$ cat src/rtl/apb_m_if.sv
// APB requester: turns one valid/ready command into one SETUP+ACCESS transfer and
// reports completion on a single-cycle response strobe, aborting on a hung slave.
module apb_m_if #(
  parameter int ADDR_WIDTH     = 32,
  parameter int DATA_WIDTH     = 32,
  parameter int TIMEOUT_CYCLES = 16
) (
  input  logic                  pclk,
  input  logic                  presetn,
  input  logic                  cmd_valid,
  output logic                  cmd_ready,
  input  logic                  cmd_write,
  input  logic [ADDR_WIDTH-1:0] cmd_addr,
  input  logic [DATA_WIDTH-1:0] cmd_wdata,
  output logic                  rsp_valid,
  output logic [DATA_WIDTH-1:0] rsp_rdata,
  output logic                  rsp_err,
  output logic                  busy,
  output logic [ADDR_WIDTH-1:0] paddr,
  output logic [DATA_WIDTH-1:0] pwdata,
  output logic                  pwrite,
  output logic                  psel,
  output logic                  penable,
  input  logic                  pready,
  input  logic [DATA_WIDTH-1:0] prdata,
  output logic [1:0]            dbg_state
);

  typedef enum logic [1:0] {
    IDLE   = 2'b00,
    SETUP  = 2'b01,
    ACCESS = 2'b10
  } state_e;

  // The counter only has to reach TIMEOUT_CYCLES-1.
  localparam int CW = (TIMEOUT_CYCLES > 1) ? $clog2(TIMEOUT_CYCLES) : 1;
  localparam logic [CW-1:0] CNT_LAST = CW'((TIMEOUT_CYCLES > 0) ? TIMEOUT_CYCLES - 1 : 0);

  state_e                  state_q, state_d;
  logic [CW-1:0]           cnt_q, cnt_d;
  logic [ADDR_WIDTH-1:0]   paddr_q, paddr_d;
  logic [DATA_WIDTH-1:0]   pwdata_q, pwdata_d;
  logic                    pwrite_q, pwrite_d;
  logic                    psel_q, psel_d;
  logic                    penable_q, penable_d;
  logic                    rsp_valid_q, rsp_valid_d;
  logic                    rsp_err_q, rsp_err_d;
  logic [DATA_WIDTH-1:0]   rsp_rdata_q, rsp_rdata_d;

  // Handshake: a command transfers on a rising edge where cmd_valid && cmd_ready;
  // cmd_ready is high only in IDLE, and the requester may hold cmd_valid across
  // busy cycles with stable fields until it is taken.
  assign cmd_ready = (state_q == IDLE);

  always_comb begin
    state_d     = state_q;
    cnt_d       = cnt_q;
    paddr_d     = paddr_q;
    pwdata_d    = pwdata_q;
    pwrite_d    = pwrite_q;
    rsp_valid_d = 1'b0;
    rsp_err_d   = 1'b0;
    rsp_rdata_d = rsp_rdata_q;
    case (state_q)
      IDLE: begin
        if (cmd_valid) begin
          state_d  = SETUP;
          cnt_d    = '0;
          paddr_d  = cmd_addr;
          pwdata_d = cmd_wdata;
          pwrite_d = cmd_write;
        end
      end
      SETUP: state_d = ACCESS;
      ACCESS: begin
        if (pready) begin
          state_d     = IDLE;
          rsp_valid_d = 1'b1;
          if (!pwrite_q) rsp_rdata_d = prdata;
        end else if ((TIMEOUT_CYCLES != 0) && (cnt_q == CNT_LAST)) begin
          state_d     = IDLE;
          rsp_valid_d = 1'b1;
          rsp_err_d   = 1'b1;
          rsp_rdata_d = '0;
        end else begin
          cnt_d = cnt_q + 1'b1;
        end
      end
      default: state_d = IDLE;
    endcase
    // Bus strobes are a registered decode of the next state.
    psel_d    = (state_d == SETUP) || (state_d == ACCESS);
    penable_d = (state_d == ACCESS);
  end

  always_ff @(posedge pclk or negedge presetn) begin
    if (!presetn) begin
      state_q     <= IDLE;
      cnt_q       <= '0;
      paddr_q     <= '0;
      pwdata_q    <= '0;
      pwrite_q    <= 1'b0;
      psel_q      <= 1'b0;
      penable_q   <= 1'b0;
      rsp_valid_q <= 1'b0;
      rsp_err_q   <= 1'b0;
      rsp_rdata_q <= '0;
    end else begin
      state_q     <= state_d;
      cnt_q       <= cnt_d;
      paddr_q     <= paddr_d;
      pwdata_q    <= pwdata_d;
      pwrite_q    <= pwrite_d;
      psel_q      <= psel_d;
      penable_q   <= penable_d;
      rsp_valid_q <= rsp_valid_d;
      rsp_err_q   <= rsp_err_d;
      rsp_rdata_q <= rsp_rdata_d;
    end
  end

  assign paddr     = paddr_q;
  assign pwdata    = pwdata_q;
  assign pwrite    = pwrite_q;
  assign psel      = psel_q;
  assign penable   = penable_q;
  assign rsp_valid = rsp_valid_q;
  assign rsp_err   = rsp_err_q;
  assign rsp_rdata = rsp_rdata_q;
  assign busy      = (state_q != IDLE) || rsp_valid_q;
  assign dbg_state = state_q;

endmodule

$ cat config.mk
export PLATFORM = sky130hd
export DESIGN_NAME = apb_m_if
export DESIGN_NICKNAME = d
export VERILOG_FILES = /design/src/rtl/apb_m_if.sv
export SDC_FILE = /design/constraint.sdc
export NUM_CORES = 1
export LEC_CHECK = 0
export BUFFER_PORTS_ARGS = -buffer_cell sky130_fd_sc_hd__buf_2
export CAP_MARGIN = 30
export CORE_ASPECT_RATIO = 0.6
export CORE_MARGIN = 2
export CORE_UTILIZATION = 47
export CTS_CLUSTER_DIAMETER = 30
export DETAILED_ROUTE_END_ITERATION = 12
export PLACE_DENSITY = 0.85
export SYNTH_ARGS = -nofsm -noshare
export SYNTH_HDL_FRONTEND = slang
export SYNTH_SLANG_ARGS = --single-unit
$ cat constraint.sdc
create_clock -name pclk -period 1.95 [get_ports pclk]
set_input_delay 0.2925 -clock pclk [delete_from_list [all_inputs] [get_ports pclk]]
set_output_delay 0.2925 -clock pclk [all_outputs]
set_load 0.01 [all_outputs]
== Yosys cells after proc, flatten, opt, wreduce, memory -nomap -nowiden ==
Index checks and enable logic that the tools add are counted.

* Eq/ne operators: 9
* Multiplexer cells: 16
* Reductions and logical operators: 9
* $add $sub $neg: 1

{| class="wikitable"
|+ Operators with widths
! kind !! number
|-
| 32-bit two-way mux || 3
|-
| 4-bit two-way mux || 3
|-
| 2-bit != test (second input constant) || 4
|-
| 4-bit case mux with 2 select lines || 1
|-
| 2-bit two-way mux || 3
|-
| 2-bit case mux with 3 select lines || 1
|-
| 2-bit nonzero test || 3
|-
| 1-bit two-way mux || 5
|-
| 4-bit by 1-bit adder with 4-bit output (second input constant) || 1
|-
| 2-bit by 1-bit equality test with 1-bit output (second input constant) || 2
|-
| 2-bit equality test (second input constant) || 2
|-
| 4-bit equality test (second input constant) || 1
|-
| 4-bit AND reduction || 1
|-
| 3-bit AND reduction || 1
|-
| 2-bit zero test || 1
|-
| 1-bit logical OR || 2
|-
| 2-bit AND reduction || 1
|}

* Word-level logic and storage cells: 45
* Output and inout bits: 105
* Register bits: 107

== Logic depth before layout (Yosys ltp) ==
* Word-level depth: 6
* Gate-level depth with buffers: 6
* Gate-level depth less buffers: 6

== Least setup slack after synthesis ==
OpenSTA, ideal clock, no wires.

* Path kind: register to register
* Start point: reg cnt_q[0]
* End point: reg psel_q, in the netlist psel
* Library setup time: 0.063 ns
* Buffers on the path: 0
* Required time: 1.887 ns
* Slack: 0.316 ns
* Clock period less this slack: 1.634 ns
* Cell stages (with the launch flop): 7
* Arrival: 1.571 ns
* Cells stage by stage: dfrtp_1 ha_1 and3_1 or3_1 o21ai_0 ha_1 inv_1

* Cells in the longest elaborated chain, start to end: 6

{| class="wikitable"
|+ Ends and longest elaborated chain
! element !! line !! RTL
|-
| start, declared || 40 || <nowiki>logic [CW-1:0] cnt_q, cnt_d;</nowiki>
|-
| start signal, assigned || 110 || <nowiki>cnt_q <= cnt_d;</nowiki>
|-
| 4-bit equality test * || 80 || <nowiki>end else if ((TIMEOUT_CYCLES != 0) && (cnt_q == CNT_LAST)) begin</nowiki>
|-
| 2-bit two-way mux * || 80 ||
|-
| 2-bit two-way mux * || 76 || <nowiki>if (pready) begin</nowiki>
|-
| 2-bit case mux with 3 select lines * || 64 || <nowiki>case (state_q)</nowiki>
|-
| net state_d[1] || 39 || <nowiki>state_e state_q, state_d;</nowiki>
|-
| 2-bit by 1-bit equality test with 1-bit output or 2-bit equality test (tied branches) || 92 || <nowiki>psel_d = (state_d == SETUP) || (state_d == ACCESS);</nowiki>
|-
| 1-bit logical OR * || 92 ||
|-
| net psel_d || 44 || <nowiki>logic psel_q, psel_d;</nowiki>
|-
| end signal, assigned || 114 || <nowiki>psel_q <= psel_d;</nowiki>
|-
| end, declared || 44 ||
|}

Mark *: on every way through the listed nets, which the timed path passes. The rest lies on a longest branch.
A chain may end at the register's enable or synchronous reset.

== Final worst setup path ==
Same ends and word-level chain as after synthesis.

==> reports/qor.csv <==
stage,metric,value,unit
status,outcome,completed,
timing,final worst slack,120,ps
synthesis,register area share after synthesis,58.7,%
die,die area,10500,um2
synthesis,synthesized area,4560,um2
timing,TNS Setup,0,ps
synthesis,cell taking the most area after synthesis,dfrtp_1,
grt,first-pass GRT wire length,16400,um
placement,placed cell count,611,
die,die height,80.3,um
route,DR WL/cell,16.6,um
grt,largest net degree at the start of global routing,54,
pwr,PD cells,1750,nW/um2
route,drt total wl,10400,um
critical_path,Crit-path slowest cell,or3_1,
synthesis,synthesis-stage register bit count,107,
placement,RePlAce Congestion,0.810,
synthesis,Post-Synth Adder-Cell Area,0.549,%
critical_path,arrival time worst endpoint,2100,ps
cts,setup bufs post-CTS,0,
timing,"Min Clock Period, post-route",1830,ps
grt,global route total overflow,0,
timing,max_slew headroom,51.0,%
placement,IO buf count,205,
synthesis,largest cells by area after synthesis,"dfrtp_1, mux2_4, a22o_1",
critical_path,critical path peak fanout,5,
layout,fin nets,596,
cts,Bufs on Longest Clock Path,2,
cts,clk root buf,clkbuf_16,
timing,unrepaired setup endpoints after global routing,no,
placement,pre-CTS setup slack,88.6,ps
cts,CTS clock-pin slew for the worst setup and hold paths,70,ps
route,first-pass iteration count of the detailed router,4,
die,Core Region,9290,um2
timing,Highest Clock Rate,0.546,GHz
timing,Final Hold Fails,0,
hold_path,Tightest Hold Check Type,in -> reg,
critical_path,CP max stage delay,440,ps
cts,CTS tree,done,
route,ANT nets after route,0,
pwr,Worst VDD drop,0.880,mV
grt,Tot GR Track Use,19.8,%
synthesis,mean cell area of the mapped netlist,15.8,um2
layout,Area growth syn-to-layout,33.1,%
critical_path,crit-path cells,"ha_1, and3_1, or3_1, o21ai_1, ha_1, inv_1",
placement,hpwl dp,7510,um
synthesis,Synth cell types,26,
timing,"Slew Viols, Final",0,
critical_path,worst path required time,2220,ps
die,I/O Pins,206,
die,# rows,27,
pwr,Static Leak,0.00313,uW
timing,Tcrit/Tclk final,93.8,%
synthesis,top-area cell type share of the netlist area,58.7,%
flow_run,max-cap viol count,0,
synthesis,Synth Area in XOR/XNOR,0,%
layout,Layout Utilization,65.3,%
timing,Worst Skew,5.44,ps
layout,"Cell Count, Final, Fillers Out",627,
grt,initial antenna violation count,0,
layout,Ant. Diodes,0,
grt,vias in the first global route,3161,
cts,# H-tree levels,3,
timing,Least-Margin Pin Slew,735,ps
synthesis,largest family of logic cells by synthesized area,multiplexers,
route,drt drc,0,
critical_path,Setup crit end kind,flip-flop,
timing,final setup fails,0,
synthesis,Synth Area in Compound Gates,13.6,%
cts,Clock Sinks,107,
synthesis,Syn Nets,392,
timing,final hold slack,190,ps
critical_path,Worst path most repeated cell,ha_1,
die,Starting Density,49.1,%
die,width of the die,131,um
critical_path,CP Class,reg -> reg,
synthesis,cell count after synthesis,289,
layout,share of layout cells above drive strength 1,59.6,%
critical_path,Startpoint Class,flip-flop,
route,DR iter-0 viols,121,
route,vias per cell,5.05,
synthesis,mux contribution to synthesized area,21.5,%
synthesis,simple-gate share of the synthesized area,1.87,%
cts,CTS Buf Count,9,
cts,worst skew pair latency,330,ps
synthesis,synth warn,0,
route,Via Count,3167,
-- repair_timing --
action                     CTS  global route
hold endpoints to repair    32             0
gates resized for setup      0             1
hold buffers                 1             0
setup endpoints to repair    0             1
-- per-stage QoR --
step,total power [uW],cell area [um2]
detailed placement,8750,5740
floorplan,7040,4560
CTS,10700,6070
global placement,8540,5730
finish,10600,6070
global route,11200,6070
-- kinds of logic after synthesis --
| kind of cell | after synthesis |
|---|---|
| AO/OA/AOI/OAI | 73 |
| buffers and inverters | 28 |
| AND/OR/NAND/NOR | 13 |
| flip-flops | 107 |
| adder cells (fa/ha/maj) | 2 |
| multiplexers | 66 |
-- routing by layer --
metal | share of wire (%) | up-vias | track usage (%)
met5 | 0 | - | 0
met4 | 0.44 | 0 | 4.57
met3 | 6.2 | 4 | 5.74
met2 | 45 | 138 | 30.9
met1 | 48 | 1546 | 27.7
li1 | - | 1479 | -
-- cell type report --
type                            instances  area, um2
Fill cell                             697       3220
Tap cell                              130        163
Multi-Input combinational cell        154       1730
Clock inverter                          4       75.1
Sequential cell                       107       2680
Inverter                                6       22.5
Clock buffer                           11        243
Timing Repair Buffer                  215       1160
-- placed cells by master (no fill, tap or decap), types with 2 or more instances in the layout --
| master | n |
|---|---|
| buf_2 | 204 |
| inv_1 | 6 |
| dfrtp_1 | 107 |
| buf_12 | 4 |
| ha_1 | 2 |
| or3_1 | 2 |
| mux2_4 | 64 |
| bufinv_16 | 2 |
| nand2_1 | 2 |
| clkinvlp_4 | 2 |
| nor3b_1 | 2 |
| clkbuf_16 | 9 |
| o21ai_0 | 2 |
| buf_4 | 5 |
| a22o_1 | 64 |
| o311ai_0 | 3 |
-- state kept, by name (all words and copies together) (netlist names) --
register / count
dbg_state: 2
pwdata: 32
cnt_q: 4
rsp_rdata: 32
rsp_err: 1
paddr: 32
rsp_valid: 1
pwrite: 1
psel: 1
penable: 1
-- path summary, 6_finish.rpt --
| check | startpoint | to | slack, ps | depth (start not counted) |
|---|---|---|---|---|
| worst max-delay path | cnt_q[0] | psel | 120 | 6 |
| worst min-delay path | cmd_addr[20] | paddr[20] | 190 | 2 |
| worst max register to register | cnt_q[0] | psel | 120 | 6 |
| worst min register to register | pwdata[23] | pwdata[23] | 510 | 1 |
| max in group asynchronous | presetn | rsp_rdata[11] | 850 | 3 |
| min in group asynchronous | presetn | rsp_rdata[7] | 460 | 2 |
-- where the power goes --
part / switching, uW / internal [uW] / total [uW]
sequential: 707 / 3290 / 4000
combinational: 2030 / 2690 / 4720
clock: 735 / 1150 / 1890
-- Yosys cell counts --
cell        n
buf_6       7
clkbuf_1    8
mux2i_1     1
nand2b_1    1
nor2_1      1
or4_1       1
a22o_1     64
buf_2       6
inv_1       6
mux2_2      1
mux2_4     64
buf_4       1
a21oi_1     1
dfrtp_1   107
ha_1        2
nand2_1     2
or3b_1      1
o21ai_0     3
nand3_1     1
or3_1       2
and3_1      1
nor3b_1     2
nor3b_2     1
o311ai_0    3
o21bai_1    1
o211ai_1    1
-- critical path: cells and delay by family (launching register included) --
kind	cells	cell delay (ps)
compound gates	1	170
flops	1	410
simple gates	2	650
fa+ha+maj	2	500
buf+inv	1	50
No activity file was read; power rests on OpenSTA's default activity.
